### src/rtl/display_pkg.sv
// rtl/display_pkg.sv - shared display constants and sprite record type
package display_pkg;

   localparam int TOTAL_WIDTH  = 1024;
   localparam int TOTAL_HEIGHT = 768;
   localparam int COLOR_W      = 24;

   typedef struct packed {
      logic [10:0]        x;
      logic [9:0]         y;
      logic [7:0]         w;
      logic [7:0]         h;
      logic [COLOR_W-1:0] color;
      logic               en;
   } sprite_t;

endpackage

### src/rtl/sprite_compositor_if.sv
// rtl/sprite_compositor_if.sv - sprite-update handshake bundle
interface sprite_compositor_if #(
   parameter int NUM_SPRITES = 4
);
   localparam int IDX_W = (NUM_SPRITES > 1) ? $clog2(NUM_SPRITES) : 1;

   logic             upd_valid;
   logic             upd_ready;
   logic [IDX_W-1:0] upd_idx;
   logic [10:0]      upd_x;
   logic [9:0]       upd_y;
   logic [7:0]       upd_w;
   logic [7:0]       upd_h;
   logic [23:0]      upd_color;
   logic             upd_en;

   modport master (
      output upd_valid, upd_idx, upd_x, upd_y, upd_w, upd_h, upd_color, upd_en,
      input  upd_ready
   );

   modport slave (
      input  upd_valid, upd_idx, upd_x, upd_y, upd_w, upd_h, upd_color, upd_en,
      output upd_ready
   );
endinterface

### src/rtl/sprite_compositor_hit.sv
// rtl/sprite_compositor_hit.sv - rectangle hit test for one sprite channel
module sprite_hit (
   input  logic [10:0] hcount,
   input  logic [9:0]  vcount,
   input  logic [10:0] x,
   input  logic [9:0]  y,
   input  logic [7:0]  w,
   input  logic [7:0]  h,
   input  logic        en,
   output logic        hit
);
   // End coordinates carry one extra bit so a sprite hanging off the right
   // or bottom edge is clipped instead of wrapping to column/row 0.
   logic [11:0] x_end;
   logic [10:0] y_end;

   assign x_end = {1'b0, x} + {4'b0, w};
   assign y_end = {1'b0, y} + {3'b0, h};

   // A zero width/height gives an empty range, so it never hits.
   assign hit = en
              && (hcount >= x) && ({1'b0, hcount} < x_end)
              && (vcount >= y) && ({1'b0, vcount} < y_end);
endmodule

### src/rtl/sprite_compositor.sv
// rtl/sprite_compositor.sv - double-buffered sprite overlay, 2-cycle pixel pipe; option SPRITE_COMPOSITOR_ALPHA_BLEND_EN
module sprite_compositor
   import display_pkg::*;
#(
   parameter int                 NUM_SPRITES = 4,
   parameter int                 ALPHA_M     = 1,
   parameter int                 ALPHA_LOG2  = 2,
   parameter logic [COLOR_W-1:0] BG_COLOR    = 24'h00_00_00
)(
   input  logic               vclock,
   input  logic               reset_n,
   input  logic [10:0]        hcount,
   input  logic [9:0]         vcount,
   input  logic               hsync,
   input  logic               vsync,
   input  logic               blank,
   sprite_compositor_if.slave upd,
   output logic               phsync,
   output logic               pvsync,
   output logic               pblank,
   output logic [COLOR_W-1:0] pixel,
   output logic               frame_commit
);
   localparam int IDX_W = (NUM_SPRITES > 1) ? $clog2(NUM_SPRITES) : 1;

   if (NUM_SPRITES < 1 || NUM_SPRITES > 8 || ALPHA_M < 0 || ALPHA_M >= (1 << ALPHA_LOG2)) begin : g_bad_cfg
      $error("sprite_compositor: illegal NUM_SPRITES/ALPHA_M/ALPHA_LOG2");
   end

   sprite_t shadow_q [NUM_SPRITES];
   sprite_t active_q [NUM_SPRITES];
   sprite_t upd_rec;
   logic    vs_q, commit_q, rdy_q;
   logic    vs_fall, upd_fire;

   assign vs_fall        = vs_q & ~vsync;
   assign upd.upd_ready  = rdy_q & ~commit_q;
   assign frame_commit   = commit_q;
   assign upd_fire       = upd.upd_valid & upd.upd_ready;
   assign upd_rec        = '{x: upd.upd_x, y: upd.upd_y, w: upd.upd_w, h: upd.upd_h,
                             color: upd.upd_color, en: upd.upd_en};

   // vsync falling-edge detect; the commit cycle follows the detection cycle
   always_ff @(posedge vclock or negedge reset_n) begin
      if (!reset_n) begin
         vs_q     <= 1'b0;
         commit_q <= 1'b0;
         rdy_q    <= 1'b0;
      end else begin
         vs_q     <= vsync;
         commit_q <= vs_fall;
         rdy_q    <= 1'b1;
      end
   end

   // Shadow writes from the update port; shadow-to-active copy in the commit cycle
   always_ff @(posedge vclock or negedge reset_n) begin
      if (!reset_n) begin
         for (int i = 0; i < NUM_SPRITES; i++) begin
            shadow_q[i] <= '0;
            active_q[i] <= '0;
         end
      end else begin
         for (int i = 0; i < NUM_SPRITES; i++) begin
            if (upd_fire && upd.upd_idx == IDX_W'(i)) shadow_q[i] <= upd_rec;
            if (commit_q)                            active_q[i] <= shadow_q[i];
         end
      end
   end

   logic [NUM_SPRITES-1:0] hit_c, hit_q;
   logic [COLOR_W-1:0]     col_q [NUM_SPRITES];
   logic                   blank1_q, hs1_q, vs1_q;

   for (genvar g = 0; g < NUM_SPRITES; g++) begin : g_hit
      sprite_hit u_hit (
         .hcount (hcount),
         .vcount (vcount),
         .x      (active_q[g].x),
         .y      (active_q[g].y),
         .w      (active_q[g].w),
         .h      (active_q[g].h),
         .en     (active_q[g].en),
         .hit    (hit_c[g])
      );
   end

   // Stage 1: hit vector, colours and timing
   always_ff @(posedge vclock or negedge reset_n) begin
      if (!reset_n) begin
         hit_q    <= '0;
         blank1_q <= 1'b1;
         hs1_q    <= 1'b1;
         vs1_q    <= 1'b1;
         for (int i = 0; i < NUM_SPRITES; i++) col_q[i] <= '0;
      end else begin
         hit_q    <= hit_c;
         blank1_q <= blank;
         hs1_q    <= hsync;
         vs1_q    <= vsync;
         for (int i = 0; i < NUM_SPRITES; i++) col_q[i] <= active_q[i].color;
      end
   end

`ifdef SPRITE_COMPOSITOR_ALPHA_BLEND_EN
   localparam int SW = 8 + ALPHA_LOG2 + 1;

   function automatic logic [7:0] blend_ch(input logic [7:0] t, input logic [7:0] s);
      logic [SW-1:0] acc;
      acc = SW'(t) * SW'(ALPHA_M) + SW'(s) * SW'((1 << ALPHA_LOG2) - ALPHA_M);
      return 8'(acc >> ALPHA_LOG2);
   endfunction

   logic [COLOR_W-1:0] sec_c;
   logic               found2;
`endif

   logic [COLOR_W-1:0] top_c, res_c;
   logic               found1;

   // Priority resolve: lowest hitting index is on top
   always_comb begin
      top_c  = BG_COLOR;
      found1 = 1'b0;
`ifdef SPRITE_COMPOSITOR_ALPHA_BLEND_EN
      sec_c  = '0;
      found2 = 1'b0;
`endif
      for (int i = 0; i < NUM_SPRITES; i++) begin
         if (hit_q[i]) begin
            if (!found1) begin
               top_c  = col_q[i];
               found1 = 1'b1;
            end
`ifdef SPRITE_COMPOSITOR_ALPHA_BLEND_EN
            else if (!found2) begin
               sec_c  = col_q[i];
               found2 = 1'b1;
            end
`endif
         end
      end
`ifdef SPRITE_COMPOSITOR_ALPHA_BLEND_EN
      res_c = found2 ? {blend_ch(top_c[23:16], sec_c[23:16]),
                        blend_ch(top_c[15:8],  sec_c[15:8]),
                        blend_ch(top_c[7:0],   sec_c[7:0])} : top_c;
`else
      res_c = top_c;
`endif
   end

   // Stage 2: resolved pixel, forced black while blanking
   always_ff @(posedge vclock or negedge reset_n) begin
      if (!reset_n) begin
         pixel  <= '0;
         phsync <= 1'b1;
         pvsync <= 1'b1;
         pblank <= 1'b1;
      end else begin
         pixel  <= blank1_q ? '0 : res_c;
         phsync <= hs1_q;
         pvsync <= vs1_q;
         pblank <= blank1_q;
      end
   end
endmodule

### src/flat_wrapper.sv
// flat-port wrapper written by rule: the top's interface ports become plain ports
module sprite_compositor_flat import display_pkg::*;
#(
   parameter int                 NUM_SPRITES = 4,
   parameter int                 ALPHA_M     = 1,
   parameter int                 ALPHA_LOG2  = 2,
   parameter logic [COLOR_W-1:0] BG_COLOR    = 24'h00_00_00
)
  (vclock, reset_n, hcount, vcount, hsync, vsync, blank, phsync, pvsync, pblank, pixel, frame_commit, upd_upd_valid, upd_upd_idx, upd_upd_x, upd_upd_y, upd_upd_w, upd_upd_h, upd_upd_color, upd_upd_en, upd_upd_ready);
  sprite_compositor_if #(.NUM_SPRITES(NUM_SPRITES)) upd_i ();
  input  logic vclock;
  input  logic reset_n;
  input  logic [10:0] hcount;
  input  logic [9:0] vcount;
  input  logic hsync;
  input  logic vsync;
  input  logic blank;
  output logic phsync;
  output logic pvsync;
  output logic pblank;
  output logic [COLOR_W-1:0] pixel;
  output logic frame_commit;
  input wire logic [$bits(upd_i.upd_valid)-1:0] upd_upd_valid;
  input wire logic [$bits(upd_i.upd_idx)-1:0] upd_upd_idx;
  input wire logic [$bits(upd_i.upd_x)-1:0] upd_upd_x;
  input wire logic [$bits(upd_i.upd_y)-1:0] upd_upd_y;
  input wire logic [$bits(upd_i.upd_w)-1:0] upd_upd_w;
  input wire logic [$bits(upd_i.upd_h)-1:0] upd_upd_h;
  input wire logic [$bits(upd_i.upd_color)-1:0] upd_upd_color;
  input wire logic [$bits(upd_i.upd_en)-1:0] upd_upd_en;
  output wire logic [$bits(upd_i.upd_ready)-1:0] upd_upd_ready;
  assign upd_i.upd_valid = upd_upd_valid;
  assign upd_i.upd_idx = upd_upd_idx;
  assign upd_i.upd_x = upd_upd_x;
  assign upd_i.upd_y = upd_upd_y;
  assign upd_i.upd_w = upd_upd_w;
  assign upd_i.upd_h = upd_upd_h;
  assign upd_i.upd_color = upd_upd_color;
  assign upd_i.upd_en = upd_upd_en;
  assign upd_upd_ready = upd_i.upd_ready;
  sprite_compositor #(.NUM_SPRITES(NUM_SPRITES), .ALPHA_M(ALPHA_M), .ALPHA_LOG2(ALPHA_LOG2), .BG_COLOR(BG_COLOR)) u_core (.vclock(vclock), .reset_n(reset_n), .hcount(hcount), .vcount(vcount), .hsync(hsync), .vsync(vsync), .blank(blank), .upd(upd_i), .phsync(phsync), .pvsync(pvsync), .pblank(pblank), .pixel(pixel), .frame_commit(frame_commit));
endmodule
### config.mk
export PLATFORM = sky130hd
export DESIGN_NAME = sprite_compositor_flat
export DESIGN_NICKNAME = d
export VERILOG_FILES = /design/src/rtl/display_pkg.sv /design/src/rtl/sprite_compositor_if.sv /design/src/rtl/sprite_compositor_hit.sv /design/src/rtl/sprite_compositor.sv /design/src/flat_wrapper.sv
export SDC_FILE = /design/constraint.sdc
export NUM_CORES = 1
export LEC_CHECK = 0
export CORE_AREA = 3 3 263 188
export DETAILED_ROUTE_END_ITERATION = 10
export DIE_AREA = 0 0 266 191
export PLACE_DENSITY = 0.76
export SLEW_MARGIN = 20
export SYNTH_ARGS = -nofsm -noshare
export SYNTH_HDL_FRONTEND = slang
export SYNTH_SLANG_ARGS = --single-unit
export TNS_END_PERCENT = 20
### constraint.sdc
create_clock -name vclock -period 3.77 [get_ports vclock]
set_clock_uncertainty 0.2 [all_clocks]
set_input_delay 0.5655 -clock vclock [delete_from_list [all_inputs] [get_ports vclock]]
set_output_delay 0.5655 -clock vclock [all_outputs]
set_load 0.01 [all_outputs]
==> metrics.md <==
| Metric | Value |
|---|---|
| Status | `completed` |
| Achievable Freq | `0.283 GHz` |
| Final wirelength | `64.4 mm` |
| Synth top area share | `54.6%` |
| Antenna violations before repair | `1` |
| ANT nets after route | `0` |
| Fraction of registers with async set/reset | `100%` |
| Syn-to-layout area delta | `14.1%` |
| Top_reg_cell synth | `dfrtp_1` |
| Reg clk slew, reported paths | `60 ps` |
| Die footprint | `0.0508 mm2` |
| Reg-to-Reg End | `u_core.hit_q[1]` |
| Fin Hold WS | `156 ps` |
| Total grt overflow | `0` |
| Unrepaired setup endpoints after global routing | `false` |
| Io pins | `120` |
| Share of layout cells above drive strength 1 | `24.0%` |
| Post-DP HPWL | `43.4 mm` |
| Placer Congestion | `0.890` |
| R2R setup slack | `240 ps` |
| CP endpoint kind | `flop` |
| Syn Area/Cell | `13.0 um2` |
| Max_cap viols | `0` |
| Wire per inst | `21.4 um` |
| Mapped Cells | `2,200` |
| Fin worst setup slack | `235 ps` |
| Post-CTS Setup Inserts | `0` |
| Tot GR Track Use | `26.1%` |
| Yosys top cell by area | `dfrtp_1` |
| Maximum clock path buffer count | `3` |
| CP startpoint kind | `flop` |
| CP Launch Point | `u_core.active_q[158]` |
| Worst Hold Class | `flop to flop` |
| Die outline height | `191 um` |
| 1st-iter DRT viols | `1,114` |
| Syn_nets | `2,523` |
| 1st-pass router iterations | `5` |
| Maximum VDD drop | `433 uV` |
| TritonCTS clock tree | `done` |
| WS Path Type | `flop to flop` |
| Nets | `2,669` |
| Largest net degree at the start of global routing | `133` |
| DIE WIDTH | `266 um` |
| DP Area | `0.0307 mm2` |
| DR vias | `17,800` |
| Synth Cell Area | `0.0286 mm2` |
| Post-layout min period | `3530 ps` |
| Post-synthesis register bit count | `629` |
| Area contributors post-synth | `dfrtp_1, mux2_2, ha_1` |
| Ratio of final minimum period to clock period | `93.8%` |
| Leakage | `14.6 nW` |
| First-pass GRT wire length | `104 mm` |
| YS warnings | `0` |
| Seq/Total Area, Yosys | `55.2%` |
| R2R cell count | `12` |
| Slew Limit Fails | `0` |
| Final Hold Vio Count | `0` |
| Port-buffer cells | `119` |
| Row count | `67` |
| Root Buffer Master | `clkbuf_16` |
| R2r startpoint | `u_core.active_q[158]` |
| Via density | `5.92` |
| Setup TNS | `0 ps` |
| Actual slew at the worst max-slew pin | `992 ps` |
| DRC | `0` |
| Post-synth EDFFs | `0` |
| Fill count | `3,329` |
| Vias in the first global route | `18,800` |
| CTS Buf Count | `56` |
| H-Tree Level Count | `2` |
| Crit path capture | `u_core.hit_q[1]` |
| Crit path max fanout | `3` |
| Pwr/cell area | `659 mW/mm2` |
| Final instance area | `0.0326 mm2` |
| Final setup viols | `0` |
| Sink Count | `629` |
| Pre-CTS setup slack | `171 ps` |
| Slew HR | `33.8%` |
| Synth unique cells | `66` |
| Total core area | `0.0473 mm2` |
| Clock Latency Late Sink | `620 ps` |
| Req. time, crit path | `4070 ps` |
| Starting Density | `60.4%` |
| Worst Path Arrival | `3830 ps` |
## cell usage after synthesis (7+ instances only)
cell type  number
a211o_1         7
a211oi_1       13
a21o_1         26
a21oi_1       102
a22oi_1        44
buf_2          38
clkbuf_1       27
dfrtp_1       623
fa_1            8
ha_1          224
inv_1          98
mux2_2        412
nand2_1       131
nand2b_1       18
nand3_1        10
nand4_1        11
nor2_1         55
nor2b_1        19
nor3_1         24
o211ai_1        8
o21a_1         20
o21ai_0       121
o31ai_1         7
xnor2_1        35
xor2_1         27
## repair_timing
| action | 4_1_cts | 5_1_grt |
|---|---|---|
| gates resized for setup | 0 | 3 |
| hold buffers | 1 | 0 |
| endpoints found under the setup margin | 0 | 3 |
| hold endpoints to repair | 78 | 0 |
## per-stage QoR
stage | cells | total power, mW | util, %
4_1_cts | 3011 | 21.6 | 68.9
6_report | 3012 | 21.5 | 68.9
2_1_floorplan | 2200 | 13.7 | -
3_3_place_gp | 2908 | 15.2 | 64.9
5_1_grt | 3012 | 22.8 | 68.9
3_5_place_dp | 2908 | 15.7 | 64.9
## per-layer routing
layer	part of all wire (%)	track usage [%]	wire, um	vias to the layer above
li1	-	-	-	8178
met1	46	37.0	29600	9165
met2	48	42.8	30700	371
met3	4.0	3.28	2570	112
met4	2.3	7.40	1500	0
met5	0	0	0	-
## area by class of cell
class / instances / area [um2] / area share (%)
Inverter: 98 / 368 / 1.13
Antenna cell: 1 / 2.50 / 0.00768
Clock inverter: 19 / 238 / 0.729
Sequential cell: 629 / 15800 / 48.3
Clock buffer: 83 / 1630 / 5.01
Tap cell: 621 / 777 / 2.38
Timing Repair Buffer: 160 / 1680 / 5.16
Multi-Input combinational cell: 1401 / 12100 / 37.2
## state kept, by name (all words and copies together), names as in the netlist, 4 cells and up
signal / cells
u_core.col_q: 96
u_core.active_q: 248
u_core.pixel: 24
u_core.shadow_q: 248
u_core.hit_q: 4
## cell usage in the layout (no fill, tap or decap), drive strengths merged, types with 4 or more instances in the layout
cell type	instances
a2111oi	6
clkinv	8
xnor2	35
clkbuf	83
o21bai	6
inv	100
o21ai	123
a41oi	4
nor2	55
a211o	7
fa	8
clkdlybuf4s50	118
o21a	20
dfstp	6
xor2	27
a22oi	44
nor2b	20
mux2	416
nor3	25
a31oi	5
nand2b	18
bufinv	5
o31ai	9
o2111ai	4
a211oi	13
a21oi	102
nand4	11
nand3	10
clkinvlp	4
a21bo	4
ha	224
nand2	131
buf	41
dfrtp	623
a21o	26
o211ai	8
## logic make-up after synthesis
group,count (synthesis),synth area share [%]
buf+inv,170,2.48
fa+ha+maj,232,10.4
xor+xnor,62,1.90
simple gates,285,4.57
other cells,1,0.0131
flops,629,55.2
mux,416,16.4
compound gates,405,9.10
## power by group
group / switching [mW] / internal, mW
Sequential: 1.02 / 8.56
Clock: 2.50 / 3.34
Combinational: 3.07 / 3.00
Total: 6.59 / 14.9
## critical path, stage by stage (launching register included)
cell,delay (ps)
dfrtp_1,420
ha_1,330
a211oi_1,280
nor2_1,100
o31ai_1,350
a21bo_2,280
ha_1,290
a211o_1,270
o211ai_1,90
a21oi_1,90
o31a_1,280
a2bb2oi_1,130
nor4_1,300
## worst min-delay path by stage
stage	start	endpoint	slack (ps)	cells past startpoint
finish	u_core.hs1_q	u_core.phsync	160	0
global route	blank	u_core.blank1_q	160	1
CTS	hsync	u_core.hs1_q	130	1
detailed placement	u_core.hs1_q	u_core.phsync	150	0
global placement	u_core.hs1_q	u_core.phsync	150	0
floorplan	reset_n	u_core.active_q[0]	70	0
Power figures use the tool's default switching activity.
==> RTL change 1: new RTL, same flow settings <==
The option `SPRITE_COMPOSITOR_ALPHA_BLEND_EN` is turned on by a define.
--- a/src/rtl/sprite_compositor.sv
+++ b/src/rtl/sprite_compositor.sv
@@ -1,4 +1,6 @@
 // rtl/sprite_compositor.sv - double-buffered sprite overlay, 2-cycle pixel pipe; option SPRITE_COMPOSITOR_ALPHA_BLEND_EN
+`define SPRITE_COMPOSITOR_ALPHA_BLEND_EN
+
 module sprite_compositor
    import display_pkg::*;
 #(
Behaviour: not the same (Yosys sat finds a counterexample within 10 cycles, from zero or initial values and one cycle with reset_n low).
==> RTL change 1 against the unedited design <==
  * The flow now finishes with violations (negative setup slack)
  * Wire length is 10% higher
  * Worst setup slack worse by 410 ps
  * Critical path depth is 2 higher
  * Cell count is 12% higher
  * Area after synthesis is 7.4% higher
  * Die area stayed put
  * Final area is 9.0% higher
  * Power is 2.6% higher
  * Sequential cell count stayed put
==> RTL change 1: results (changes against the unedited design) <==
* Run status: finished, violations left
* Violated checks: negative setup slack
* Worst setup path startpoint: u_core.hit_q[0]$_DFF_PN0_
* Sum of net half-perimeters after detailed placement at 49.7 mm (+15%)
* Via count of the first global-routing pass at 21,400 (+14%)
* Maximum fanout count along the critical path at 5 (+2)
* Netlist cell types at 79 (+20%)
* Worst setup margin at -172 ps (-407 ps)
* Flop2flop setup slack at -170 ps (-410 ps)
* Antenna violations before repair at 3 (+2)
* Fraction of final layout cells sized beyond drive strength 1 at 0.247 (+0.00733)
* Final setup violation count at 6 (+6)
* Detailed Route Iter0 Violations at 1,501 (+35%)
* Maximum number of pins on one net before global-route repair at 182 (+37%)
* Peak ir drop on the vdd network at 0.000443 V (+2.2%)
* Portion of the post-synthesis area used by sequential elements at 0.514 (-0.0379)
* Class of the most critical hold timing path: in -> reg
* RR Endpoint: u_core.pixel[7]$_DFF_PN0_
* Slew HR at 0.244 (-0.0941)
* Post-DR wirelength/cell at 21.2 um (-0.95%)
* Final Wtd Congestion at 0.933 (+4.8%)
* Cell depth of the worst flop-to-flop path at 14 (+2)
* Most frequent cells after synthesis: 623 x dfrtp_1, 400 x mux2_2, 257 x ha_1
* Hold path depth at 1 (+1)
* Final total negative setup slack at -325 ps (-325 ps)
* Total global routing track utilization at 0.286 (+0.0254)
* Wire length of the first global-routing pass at 115 mm (+11%)
* Arrival time of data at the critical path endpoint at 4250 ps (+420 ps)
* Standard cell area after detailed placement at 33,300 um^2 (+8.5%)
* Routed vias/inst at 6.03 (+1.8%)
## RTL change 1: changes by cell type after synthesis, sizes merged, moves of 18 or more
| cell | unedited run | this run |
|---|---|---|
| o21ai | 123 | 178 |
| inv | 98 | 132 |
| ha | 224 | 257 |
| a21o | 26 | 57 |
| clkbuf | 27 | 56 |
| nand2 | 131 | 153 |
| nand2b | 18 | 39 |
| nor2 | 55 | 36 |
| xor2 | 27 | 45 |
## RTL change 1: power by group
part           switching, uW  internal [uW]  leakage [uW]
Sequential              1120           8560       0.00770
Combinational           3180           3190       0.00764
Clock                   2600           3380      0.000942
## RTL change 1: kinds of logic after synthesis
family	count (synthesis)	synth area share
AO/OA/AOI/OAI	503	0.107
XOR/XNOR	90	0.0260
adder cells (fa/ha/maj)	277	0.118
buffers and inverters	221	0.0283
flip-flops	629	0.514
multiplexers	416	0.153
other	1	0.000122
AND/OR/NAND/NOR	342	0.0546
## RTL change 1: cell type report
| type | instances | area, um^2 | share of cell area |
|---|---|---|---|
| Timing Repair Buffer | 238 | 2270 | 0.0640 |
| Clock buffer | 89 | 1690 | 0.0475 |
| Inverter | 132 | 495 | 0.0139 |
| Multi-Input combinational cell | 1629 | 14300 | 0.402 |
| Tap cell | 621 | 777 | 0.0219 |
| Sequential cell | 629 | 15800 | 0.443 |
| Antenna cell | 2 | 5.00 | 0.000141 |
| Clock inverter | 19 | 258 | 0.00725 |
## RTL change 1: metal layers
layer | track usage | part of all wire
met5 | 0 | 0
met1 | 0.424 | 0.47
met3 | 0.0355 | 0.049
met2 | 0.453 | 0.46
met4 | 0.0744 | 0.022
## RTL change 1: stage by stage
step,worst slack (ps),hold WS [ps],cells
after CTS,-115,125,3350
after global placement,-86.4,147,3241
after floorplan,-7.37,69.9,2479
after global routing,-363,138,3359
final,-172,152,3359
after detailed placement,-257,149,3241
## RTL change 1: how the worst min path moves through the flow
stage	startpoint	endpoint	slack [ps]
5_1_grt	blank	u_core.blank1_q$_DFF_PN1_	140
2_1_floorplan	reset_n	u_core.active_q[0]$_DFFE_PN0P_	70
6_report	hsync	u_core.hs1_q$_DFF_PN1_	150
3_3_place_gp	u_core.vs1_q$_DFF_PN1_	u_core.pvsync$_DFF_PN1_	150
4_1_cts	hsync	u_core.hs1_q$_DFF_PN1_	130
3_5_place_dp	u_core.hs1_q$_DFF_PN1_	u_core.phsync$_DFF_PN1_	150
## RTL change 1: critical path, stage by stage, from the launching register on
cell       delay, ps
dfrtp_2          470
xnor2_4          170
buf_4            160
o21a_2           270
o22ai_2          270
fa_1             490
or3_4            410
fa_2             400
nor2b_2          150
o21ai_2           80
a21boi_1         160
o21ai_1          100
nand2b_1         120
a2111oi_1         80
nor4_1           290
==> RTL change 2: new RTL, same flow settings <==
Made on the original files. Reset style: synchronous (`reset_n`), changed in 4 clocked blocks.
--- a/src/rtl/sprite_compositor.sv
+++ b/src/rtl/sprite_compositor.sv
@@ -41,7 +41,7 @@
                              color: upd.upd_color, en: upd.upd_en};
 
    // vsync falling-edge detect; the commit cycle follows the detection cycle
-   always_ff @(posedge vclock or negedge reset_n) begin
+   always_ff @(posedge vclock) begin
       if (!reset_n) begin
          vs_q     <= 1'b0;
          commit_q <= 1'b0;
@@ -54,7 +54,7 @@
    end
 
    // Shadow writes from the update port; shadow-to-active copy in the commit cycle
-   always_ff @(posedge vclock or negedge reset_n) begin
+   always_ff @(posedge vclock) begin
       if (!reset_n) begin
          for (int i = 0; i < NUM_SPRITES; i++) begin
             shadow_q[i] <= '0;
@@ -86,7 +86,7 @@
    end
 
    // Stage 1: hit vector, colours and timing
-   always_ff @(posedge vclock or negedge reset_n) begin
+   always_ff @(posedge vclock) begin
       if (!reset_n) begin
          hit_q    <= '0;
          blank1_q <= 1'b1;
@@ -150,7 +150,7 @@
    end
 
    // Stage 2: resolved pixel, forced black while blanking
-   always_ff @(posedge vclock or negedge reset_n) begin
+   always_ff @(posedge vclock) begin
       if (!reset_n) begin
          pixel  <= '0;
          phsync <= 1'b1;
Check against the original RTL: differs if reset_n is asserted again (counterexample within 4 cycles, from zero or initial values and one cycle with reset_n low); with reset_n held inactive, the same outputs for 4 cycles.
==> RTL change 2 against the unedited design <==
  * Critical path depth up 3
  * First-iteration DRC count up 22%
  * Final area up 0.81%
  * Sequential cell count unchanged
  * Worst setup slack worse by 77 ps
  * Wire length down 3.9%
  * Area after synthesis up 0.55%
  * Die area unchanged
Power is not compared: it rests on default switching activity, and its combinational part moved more than twofold at a synthesized area within 25%.
==> RTL change 2: results (changes against the unedited design) <==
* Run status: finished, final reports clean
* Met1 track utilization from global routing at 0.341 (-0.0289)
* Met2 capacity usage during global routing at 0.410 (-0.0180)
* Pre-CTS WS at -121 ps (-292 ps)
* Wire length of the first global-routing pass at 97.3 mm (-6.2%)
* Netlist cell types at 54 (-18%)
* Antenna violations before repair at 3 (+2)
* Syn Inst Count at 2,264 (+2.9%)
* Net count of the mapped netlist at 2,587 (+2.5%)
* Fraction of final layout cells sized beyond drive strength 1 at 0.0693 (-0.170)
* Sum of net half-perimeters after detailed placement at 40.0 mm (-7.8%)
* Standard cell area after detailed placement at 30,800 um^2 (+0.41%)
* Data required time of the critical path at 4120 ps (+50 ps)
* Flop2flop setup slack at 160 ps (-80 ps)
* Share of the clock period used by the worst path at 0.958 (+0.0204)
* Maximum number of pins on one net before global-route repair at 138 (+3.8%)
* Total global routing track utilization at 0.247 (-0.0135)
* Ys flop type: edfxtp_1
* Ys Warns at 0 (unchanged)
* Global-route met3 utilization at 0.0355 (+0.00270)
* Number of vias after detailed routing at 17,600 (-1.4%)
* Detailed Route Iter0 Violations at 1,356 (+22%)
* Most frequent cells after synthesis: 496 x edfxtp_1, 346 x and2_1, 248 x and3_1
* Share of async-settable or async-resettable flops after synthesis at 0 (-1.00)
* Post-layout nets at 2,712 (+1.6%)
* Top post-synthesis cells by area: edfxtp_1 52%, ha_1 9.8%, dfxtp_1 9.3%, and2_1 7.5%, and3_1 5.4%
* Number of flops mapped to enable cells by yosys at 496 (+496)
* Slew at the pin with the worst max-slew slack at 998 ps (+5.61 ps)
* Total wire length at 61.9 mm (-3.9%)
RTL change 2: changes by cell type after synthesis, sizes merged, moves of 76 or more:
cell | before | now
and2 | 0 | 346
dfxtp | 0 | 133
mux2 | 416 | 0
edfxtp | 0 | 496
dfrtp | 623 | 0
and3 | 1 | 248
clkbuf | 27 | 103
RTL change 2: cell families (layout without fill, tap and decap cells):
logic type,Yosys count,in the layout,share of synthesized area
adders and majority gates,232,232,0.103
and+or+nand+nor,826,826,0.168
DFF,629,629,0.612
buffers and inverters,207,381,0.0272
other,0,3,0
xor gates and xnor gates,68,68,0.0207
AOI/OAI and AO/OA,302,302,0.0691
RTL change 2: repair_timing:
action / 4_1_cts / 5_1_grt
resized for setup: 4 / 10
hold endpoints to repair: 2 / 0
hold buffers: 1 / 0
pin swaps: 5 / 9
setup buffers: 2 / 2
endpoints found under the setup margin: 1 / 4
RTL change 2: final cells by class:
type	instances	area [um^2]
Sequential cell	629	17600
Fill cell	3200	14400
Clock inverter	33	332
Clock buffer	75	1590
Inverter	103	387
Antenna cell	3	7.51
Multi-Input combinational cell	1428	10500
Tap cell	621	777
Timing Repair Buffer	170	1670
RTL change 2: layer usage:
layer,vias to the layer above,wire (um)
met5,-,20
met4,2,1450
met3,97,3130
met2,403,29600
met1,8603,27600
li1,8474,-
RTL change 2: power breakdown:
part | switching [uW] | internal, uW | total [uW]
registers | 97.7 | 7780 | 7870
logic | 778 | 523 | 1300
clock network | 2550 | 3330 | 5890
RTL change 2: final timing paths:
kind                               endpoint                                   from  cells past startpoint
max              u_core.hit_q[3]$_SDFF_PN0_  u_core.active_q[0][237]$_SDFFCE_PN0P_                     15
min          u_core.frame_commit$_SDFF_PN0_                 u_core.vs_q$_SDFF_PN0_                      2
max reg2reg      u_core.hit_q[3]$_SDFF_PN0_  u_core.active_q[0][237]$_SDFFCE_PN0P_                     15
min reg2reg  u_core.frame_commit$_SDFF_PN0_                 u_core.vs_q$_SDFF_PN0_                      2
RTL change 2: metrics by stage:
step / hold WS [ps] / std cells
finish: 203 / 3062
floorplan: 186 / 2264
detailed placement: 193 / 2946
global placement: 190 / 2946
CTS: 206 / 3057
global route: 233 / 3060
RTL change 2: worst max-delay path, delay by kind of cell (launching register included):
| kind | cells | cell delay [ps] |
|---|---|---|
| DFF | 1 | 400 |
| AOI/OAI and AO/OA | 5 | 1130 |
| adders and majority gates | 3 | 940 |
| and+or+nand+nor | 6 | 740 |
| xor gates and xnor gates | 1 | 150 |
